[src/rtl/fetch_sequencer_pkg.sv]
// Shared fetch definitions: FSM state encoding and default reset PC / HALT encoding.
// Pure declarations; no timing or flow-control behaviour of its own.
package fetch_sequencer_pkg;

    typedef enum logic [1:0] {
        S_BOOT = 2'd0,
        S_RUN  = 2'd1,
        S_HALT = 2'd2
    } fetch_state_e;

    localparam logic [7:0]  DEF_RESET_PC   = 8'h00;
    localparam logic [31:0] DEF_HALT_INSTR = 32'h0000_007F;

endpackage

[src/rtl/fetch_sequencer_if.sv]
// Fetch -> decode handshake: head {pc, instr} offered on out_valid, taken on out_ready.
// The master holds the head stable until out_ready is seen with out_valid high.
interface fetch_sequencer_if #(
    parameter int PC_W    = 8,
    parameter int INSTR_W = 32
);
    logic               out_valid;
    logic               out_ready;
    logic [INSTR_W-1:0] out_instr;
    logic [PC_W-1:0]    out_pc;

    modport master (
        output out_valid,
        output out_instr,
        output out_pc,
        input  out_ready
    );

    modport slave (
        input  out_valid,
        input  out_instr,
        input  out_pc,
        output out_ready
    );
endinterface

[src/rtl/fetch_sequencer_queue.sv]
// In-order fetch queue with synchronous flush; push lands one edge later, head read combinationally.
// No internal backpressure: the owner must only push when not full or when popping in the same cycle.
module fetch_sequencer_queue #(
    parameter int W     = 40,
    parameter int DEPTH = 4
) (
    input  logic                   clk,
    input  logic                   reset_n,
    input  logic                   i_flush,
    input  logic                   i_push,
    input  logic [W-1:0]           i_push_dat,
    input  logic                   i_pop,
    output logic [W-1:0]           o_head_dat,
    output logic [$clog2(DEPTH):0] o_count
);
    localparam int PTR_W = $clog2(DEPTH);

    logic [W-1:0]     r_mem [DEPTH];
    logic [PTR_W-1:0] r_wr_ptr;
    logic [PTR_W-1:0] r_rd_ptr;
    logic [PTR_W:0]   r_count;

    // Pointers wrap naturally because DEPTH is a power of two.
    always_ff @(posedge clk or negedge reset_n) begin
        if (!reset_n) begin
            r_wr_ptr <= '0;
            r_rd_ptr <= '0;
            r_count  <= '0;
        end else if (i_flush) begin
            r_wr_ptr <= '0;
            r_rd_ptr <= '0;
            r_count  <= '0;
        end else begin
            if (i_push) begin
                r_wr_ptr <= r_wr_ptr + 1'b1;
            end
            if (i_pop) begin
                r_rd_ptr <= r_rd_ptr + 1'b1;
            end
            case ({i_push, i_pop})
                2'b10:   r_count <= r_count + 1'b1;
                2'b01:   r_count <= r_count - 1'b1;
                default: r_count <= r_count;
            endcase
        end
    end

    always_ff @(posedge clk) begin
        if (i_push && !i_flush) begin
            r_mem[r_wr_ptr] <= i_push_dat;
        end
    end

    assign o_head_dat = r_mem[r_rd_ptr];
    assign o_count    = r_count;

endmodule

[src/rtl/fetch_sequencer.sv]
// Owns the PC, drives the ROM address and queues {pc, instr} for decode; ROM->queue 0 cycles, queue->out 1.
// Stalls (pc holds) when the queue is full and decode is not taking; redirect flushes and restarts fetch.
module fetch_sequencer
    import fetch_sequencer_pkg::*;
#(
    parameter int                 PC_W       = 8,
    parameter int                 INSTR_W    = 32,
    parameter int                 QDEPTH     = 4,
    parameter logic [PC_W-1:0]    RESET_PC   = PC_W'(DEF_RESET_PC),
    parameter bit                 HALT_EN    = 1'b1,
    parameter logic [INSTR_W-1:0] HALT_INSTR = INSTR_W'(DEF_HALT_INSTR)
) (
    input  logic                    clk,
    input  logic                    reset_n,
    output logic [PC_W-1:0]         o_rom_addr,
    input  logic [INSTR_W-1:0]      i_rom_data,
    input  logic                    i_redirect_valid,
    input  logic [PC_W-1:0]         i_redirect_pc,
    fetch_sequencer_if.master       dec,
    output logic [$clog2(QDEPTH):0] o_q_count,
    output logic                    o_halted
);
    localparam int                CNT_W    = $clog2(QDEPTH) + 1;
    localparam logic [CNT_W-1:0]  FULL_CNT = CNT_W'(QDEPTH);

    fetch_state_e             r_state;
    logic [PC_W-1:0]          r_pc;
    logic                     r_halted;

    logic [CNT_W-1:0]         w_count;
    logic [PC_W+INSTR_W-1:0]  w_head;
    logic                     w_redirect;
    logic                     w_out_valid;
    logic                     w_deq;
    logic                     w_space;
    logic                     w_enq;
    logic                     w_is_halt;

    // A redirect while still booting is dropped; once running it wins over everything.
    assign w_redirect  = i_redirect_valid && (r_state != S_BOOT);
    assign w_out_valid = (w_count != '0) && !i_redirect_valid;
    assign w_deq       = w_out_valid && dec.out_ready;
    assign w_space     = (w_count != FULL_CNT) || w_deq;
    assign w_enq       = (r_state == S_RUN) && w_space && !w_redirect;
    assign w_is_halt   = HALT_EN && (i_rom_data == HALT_INSTR);

    always_ff @(posedge clk or negedge reset_n) begin
        if (!reset_n) begin
            r_state  <= S_BOOT;
            r_pc     <= RESET_PC;
            r_halted <= 1'b0;
        end else if (w_redirect) begin
            r_state  <= S_RUN;
            r_pc     <= i_redirect_pc;
            r_halted <= 1'b0;
        end else begin
            case (r_state)
                S_BOOT: begin
                    r_state <= S_RUN;
                end
                S_RUN: begin
                    // The HALT itself is queued; pc stays on it so the stop point is visible.
                    if (w_enq) begin
                        if (w_is_halt) begin
                            r_state  <= S_HALT;
                            r_halted <= 1'b1;
                        end else begin
                            r_pc <= r_pc + 1'b1;
                        end
                    end
                end
                S_HALT: begin
                    r_state <= S_HALT;
                end
                default: begin
                    r_state <= S_BOOT;
                end
            endcase
        end
    end

    fetch_sequencer_queue #(
        .W     (PC_W + INSTR_W),
        .DEPTH (QDEPTH)
    ) u_queue (
        .clk        (clk),
        .reset_n    (reset_n),
        .i_flush    (w_redirect),
        .i_push     (w_enq),
        .i_push_dat ({r_pc, i_rom_data}),
        .i_pop      (w_deq),
        .o_head_dat (w_head),
        .o_count    (w_count)
    );

    assign o_rom_addr    = r_pc;
    assign dec.out_valid = w_out_valid;
    assign dec.out_pc    = w_head[PC_W+INSTR_W-1 -: PC_W];
    assign dec.out_instr = w_head[INSTR_W-1:0];
    assign o_q_count     = w_count;
    assign o_halted      = r_halted;

endmodule

[src/flat_wrapper.sv]
// flat-port wrapper written by rule: the top's interface ports become plain ports
module fetch_sequencer_flat import fetch_sequencer_pkg::*;
#(
    parameter int                 PC_W       = 8,
    parameter int                 INSTR_W    = 32,
    parameter int                 QDEPTH     = 4,
    parameter logic [PC_W-1:0]    RESET_PC   = PC_W'(DEF_RESET_PC),
    parameter bit                 HALT_EN    = 1'b1,
    parameter logic [INSTR_W-1:0] HALT_INSTR = INSTR_W'(DEF_HALT_INSTR)
)
  (clk, reset_n, o_rom_addr, i_rom_data, i_redirect_valid, i_redirect_pc, o_q_count, o_halted, dec_out_valid, dec_out_instr, dec_out_pc, dec_out_ready);
  fetch_sequencer_if #(.PC_W(PC_W), .INSTR_W(INSTR_W)) dec_i ();
  input  logic clk;
  input  logic reset_n;
  output logic [PC_W-1:0] o_rom_addr;
  input  logic [INSTR_W-1:0] i_rom_data;
  input  logic i_redirect_valid;
  input  logic [PC_W-1:0] i_redirect_pc;
  output logic [$clog2(QDEPTH):0] o_q_count;
  output logic o_halted;
  output wire logic [$bits(dec_i.out_valid)-1:0] dec_out_valid;
  output wire logic [$bits(dec_i.out_instr)-1:0] dec_out_instr;
  output wire logic [$bits(dec_i.out_pc)-1:0] dec_out_pc;
  input wire logic [$bits(dec_i.out_ready)-1:0] dec_out_ready;
  assign dec_out_valid = dec_i.out_valid;
  assign dec_out_instr = dec_i.out_instr;
  assign dec_out_pc = dec_i.out_pc;
  assign dec_i.out_ready = dec_out_ready;
  fetch_sequencer #(.PC_W(PC_W), .INSTR_W(INSTR_W), .QDEPTH(QDEPTH), .RESET_PC(RESET_PC), .HALT_EN(HALT_EN), .HALT_INSTR(HALT_INSTR)) u_core (.clk(clk), .reset_n(reset_n), .o_rom_addr(o_rom_addr), .i_rom_data(i_rom_data), .i_redirect_valid(i_redirect_valid), .i_redirect_pc(i_redirect_pc), .dec(dec_i), .o_q_count(o_q_count), .o_halted(o_halted));
endmodule
[config.mk]
export PLATFORM = sky130hd
export DESIGN_NAME = fetch_sequencer_flat
export DESIGN_NICKNAME = d
export VERILOG_FILES = /design/src/rtl/fetch_sequencer_pkg.sv /design/src/rtl/fetch_sequencer_if.sv /design/src/rtl/fetch_sequencer_queue.sv /design/src/rtl/fetch_sequencer.sv /design/src/flat_wrapper.sv
export SDC_FILE = /design/constraint.sdc
export NUM_CORES = 1
export LEC_CHECK = 0
export ABC_AREA = 1
export CAP_MARGIN = 20
export CORE_MARGIN = 2
export CORE_UTILIZATION = 26
export DETAILED_ROUTE_END_ITERATION = 8
export HOLD_SLACK_MARGIN = 0.03
export PLACE_DENSITY = 0.55
export SLEW_MARGIN = 40
export SYNTH_ARGS = -nofsm -noshare
export SYNTH_HDL_FRONTEND = slang
export SYNTH_HIERARCHICAL = 1
export SYNTH_SLANG_ARGS = --single-unit
[constraint.sdc]
create_clock -name clk -period 9.2 [get_ports clk]
set_clock_uncertainty 0.1 [all_clocks]
set_input_delay 1.84 -clock clk [delete_from_list [all_inputs] [get_ports clk]]
set_output_delay 1.84 -clock clk [all_outputs]
set_load 0.01 [all_outputs]
==> impl_metrics.json <==
{
  "outcome": "complete, no violations",
  "route.final.wire_length_um": 16900,
  "average_wire_per_cell_in_the_routed_design_um": 15.4,
  "crit_path_start_kind": "primary input",
  "final.min_clock_period_ns": 4.98,
  "ys.flop_type": "sky130_fd_sc_hd__edfxtp_1",
  "grt_start_max_net_pins": 82,
  "async_reset_ff_frac": 0.101,
  "yosys-top-cells-area": "sky130_fd_sc_hd__edfxtp_1 (64%), sky130_fd_sc_hd__dfrtp_1 (6.0%), sky130_fd_sc_hd__nor2_1 (4.9%)",
  "synth_edf_count": 160,
  "worstPathArrival_ns": 3.04,
  "critical_path_class": "in2out",
  "ys_warn_count": 6,
  "synth_top_cell_by_area": "sky130_fd_sc_hd__edfxtp_1",
  "achievable-frequency_ghz": 0.201,
  "ioPinCount": 97,
  "clock_latency_ns": 0.41,
  "hp-class": "reg2reg",
  "tritoncts": "done",
  "headroom_to_the_max_slew_limit": 0.534,
  "h-tree-depth": 4,
  "ctsLongestPathBuffers": 2,
  "mappedNetlistNets": 659,
  "via_count_of_the_first_global_routing_pass": 4684,
  "dp_hpwl_um": 10200,
  "mean_instance_size_in_the_synthesized_netlist_um2": 12.4,
  "cts_setup_buffers": 0,
  "clock_tree_sinks": 178,
  "post_synth_instance_area_mm2": 0.00750,
  "drtAntennaViolNets": 0,
  "routed_via_density": 4.29,
  "cts.clk_slew.worst_paths_ns": 0.06,
  "floorplan.die.height_um": 174,
  "post_route_cells_drive_above_1_share": 0.0895,
  "grt_first_pass_wirelength_um": 26600,
  "core-area_mm2": 0.0285,
  "most_instantiated_cells_after_synthesis": "sky130_fd_sc_hd__edfxtp_1 (160), sky130_fd_sc_hd__nor2_1 (98), sky130_fd_sc_hd__nand2_1 (73), sky130_fd_sc_hd__o21ai_1 (50), sky130_fd_sc_hd__inv_1 (45)",
  "setup-tns-final_ns": 0,
  "die_width_um": 174,
  "synth_top_area_share": 0.641,
  "syn_to_final_growth_pct": 24.0,
  "power.density_mw_per_mm2": 295,
  "floorplan.die_area_mm2": 0.0302,
  "setup_violations": 0,
  "cts_root_buf": "sky130_fd_sc_hd__clkbuf_16",
  "worst_slew_pin_slew_ns": 0.697,
  "data_required_time_at_the_worst_endpoint_ns": 7.26,
  "gp_congestion": 0.768,
  "finalHoldViolCount": 0,
  "drc": 0,
  "rsz0062_at_grt": "false",
  "firstDrtPassIters": 4,
  "buffer_ports.inserted": 96,
  "cts_hold_buffers": 0,
  "critical_path.endpoint_type": "output port",
  "total_leakage_power_nw": 3.28,
  "path_max_fanout": 4,
  "antennaDiodeCount": 0,
  "initial_utilization": 0.263,
  "cap_violations": 0,
  "std_cell_rows": 62,
  "cts_inserted_buffers": 17,
  "post-synth-top-count-cell": "sky130_fd_sc_hd__edfxtp_1",
  "timing.final.max_slew_violations": 0,
  "detail_route.iter0.violations": 374,
  "fin_nets": 754,
  "dp_slack_ns": 4.23,
  "fin_ws_ns": 4.22,
  "grt_util_all_layers": 0.114,
  "overflow": 0,
  "via_count": 4718,
  "timing.final.crit_share": 0.541,
  "power.ir.vdd_worst_mv": 0.120,
  "synth_cell_types": 34,
  "number_of_instances_resized_during_post_cts_repair": 0,
  "antenna_violations_before_repair": 0,
  "synth.ff_latch_count": 178,
  "ys_seq_area_frac": 0.701,
  "synthesis.instances": 607
}
## worst paths after layout
path	cells past startpoint	start	slack, ns	end
min in group asynchronous	1	reset_n	1.26	u_core/o_halted$_DFFE_PN0P_
max in group asynchronous	1	reset_n	7.42	u_core/u_queue/r_rd_ptr[0]$_DFFE_PN0P_
worst max-delay path	3	i_redirect_valid	4.22	dec_out_valid
worst min register to register	2	u_core/r_state[1]$_DFFE_PN0P_	0.42	u_core/r_state[1]$_DFFE_PN0P_
worst min-delay path	2	u_core/r_state[1]$_DFFE_PN0P_	0.42	u_core/r_state[1]$_DFFE_PN0P_
worst max register to register	7	u_core/r_state[0]$_DFFE_PN0P_	6.20	u_core/u_queue/r_mem[0][4]$_DFFE_PP_
## placed cells by master (no fill, tap or decap), types with 3 or more instances in the layout
cell type                         count
sky130_fd_sc_hd__edfxtp_1           160
sky130_fd_sc_hd__clkdlybuf4s50_1     95
sky130_fd_sc_hd__nor2_1              94
sky130_fd_sc_hd__nand2_1             73
sky130_fd_sc_hd__o21ai_1             50
sky130_fd_sc_hd__inv_1               45
sky130_fd_sc_hd__o22ai_1             38
sky130_fd_sc_hd__o21ai_0             35
sky130_fd_sc_hd__nand3_1             18
sky130_fd_sc_hd__clkbuf_16           17
sky130_fd_sc_hd__dfrtp_1             17
sky130_fd_sc_hd__ha_1                 7
sky130_fd_sc_hd__buf_4                7
sky130_fd_sc_hd__nor2_4               6
sky130_fd_sc_hd__clkinv_2             4
sky130_fd_sc_hd__clkinvlp_4           4
sky130_fd_sc_hd__a21oi_1              4
sky130_fd_sc_hd__nor2_2               4
sky130_fd_sc_hd__nand4_1              4
sky130_fd_sc_hd__inv_2                3
## stage by stage
step           total power (W)   util  area, um2  hold WS (ns)  instances
3_5_place_dp           0.00209  0.306       8730         0.404       1067
4_1_cts                0.00279  0.326       9300         0.420       1099
2_1_floorplan          0.00170      -       7500         0.376        607
5_1_grt                0.00292  0.326       9300         0.468       1099
3_3_place_gp           0.00208  0.306       8740         0.402       1067
6_report               0.00275  0.326       9300         0.417       1099
## sequential cells by signal (all words and copies together) (netlist names)
signal,count
u_core/u_queue/r_mem,160
u_core/o_rom_addr,8
u_core/u_queue/o_count,3
u_core/r_state,2
u_core/u_queue/r_rd_ptr,2
u_core/u_queue/r_wr_ptr,2
u_core/o_halted,1
## layer usage
metal	GRT usage	routed length (um)	vias to the layer above
li1	-	-	2332
met1	0.155	8080	2291
met2	0.185	8100	86
met3	0.0268	554	9
met4	0.0291	165	0
met5	0	0	-
## cells by family (layout without fill, tap and decap cells)
logic type / after synthesis / in the layout / share of synthesized area
simple gates: 208 / 208 / 0.117
flops: 178 / 178 / 0.701
compound gates: 134 / 134 / 0.100
buf+inv: 76 / 184 / 0.0642
fa+ha+maj: 8 / 8 / 0.0143
xor+xnor: 3 / 3 / 0.00350
## final cells by class
class,count,area (um2)
Clock inverter,13,134
Clock buffer,19,433
Timing Repair Buffer,103,1010
Fill cell,2892,19200
Multi-Input combinational cell,353,1790
Inverter,49,196
Tap cell,384,480
Sequential cell,178,5260
## critical path: stages
cell                              delay (ns)
sky130_fd_sc_hd__clkdlybuf4s50_1        0.47
sky130_fd_sc_hd__a21oi_1                0.17
sky130_fd_sc_hd__clkdlybuf4s50_1        0.56
## report_power, final
group	leakage, nW	internal [W]	switching (W)
clock network	0.268	0.000399	0.000295
registers	1.68	0.00102	0.0000976
logic	1.33	0.000405	0.000534
(Power assumes the default switching activity.)
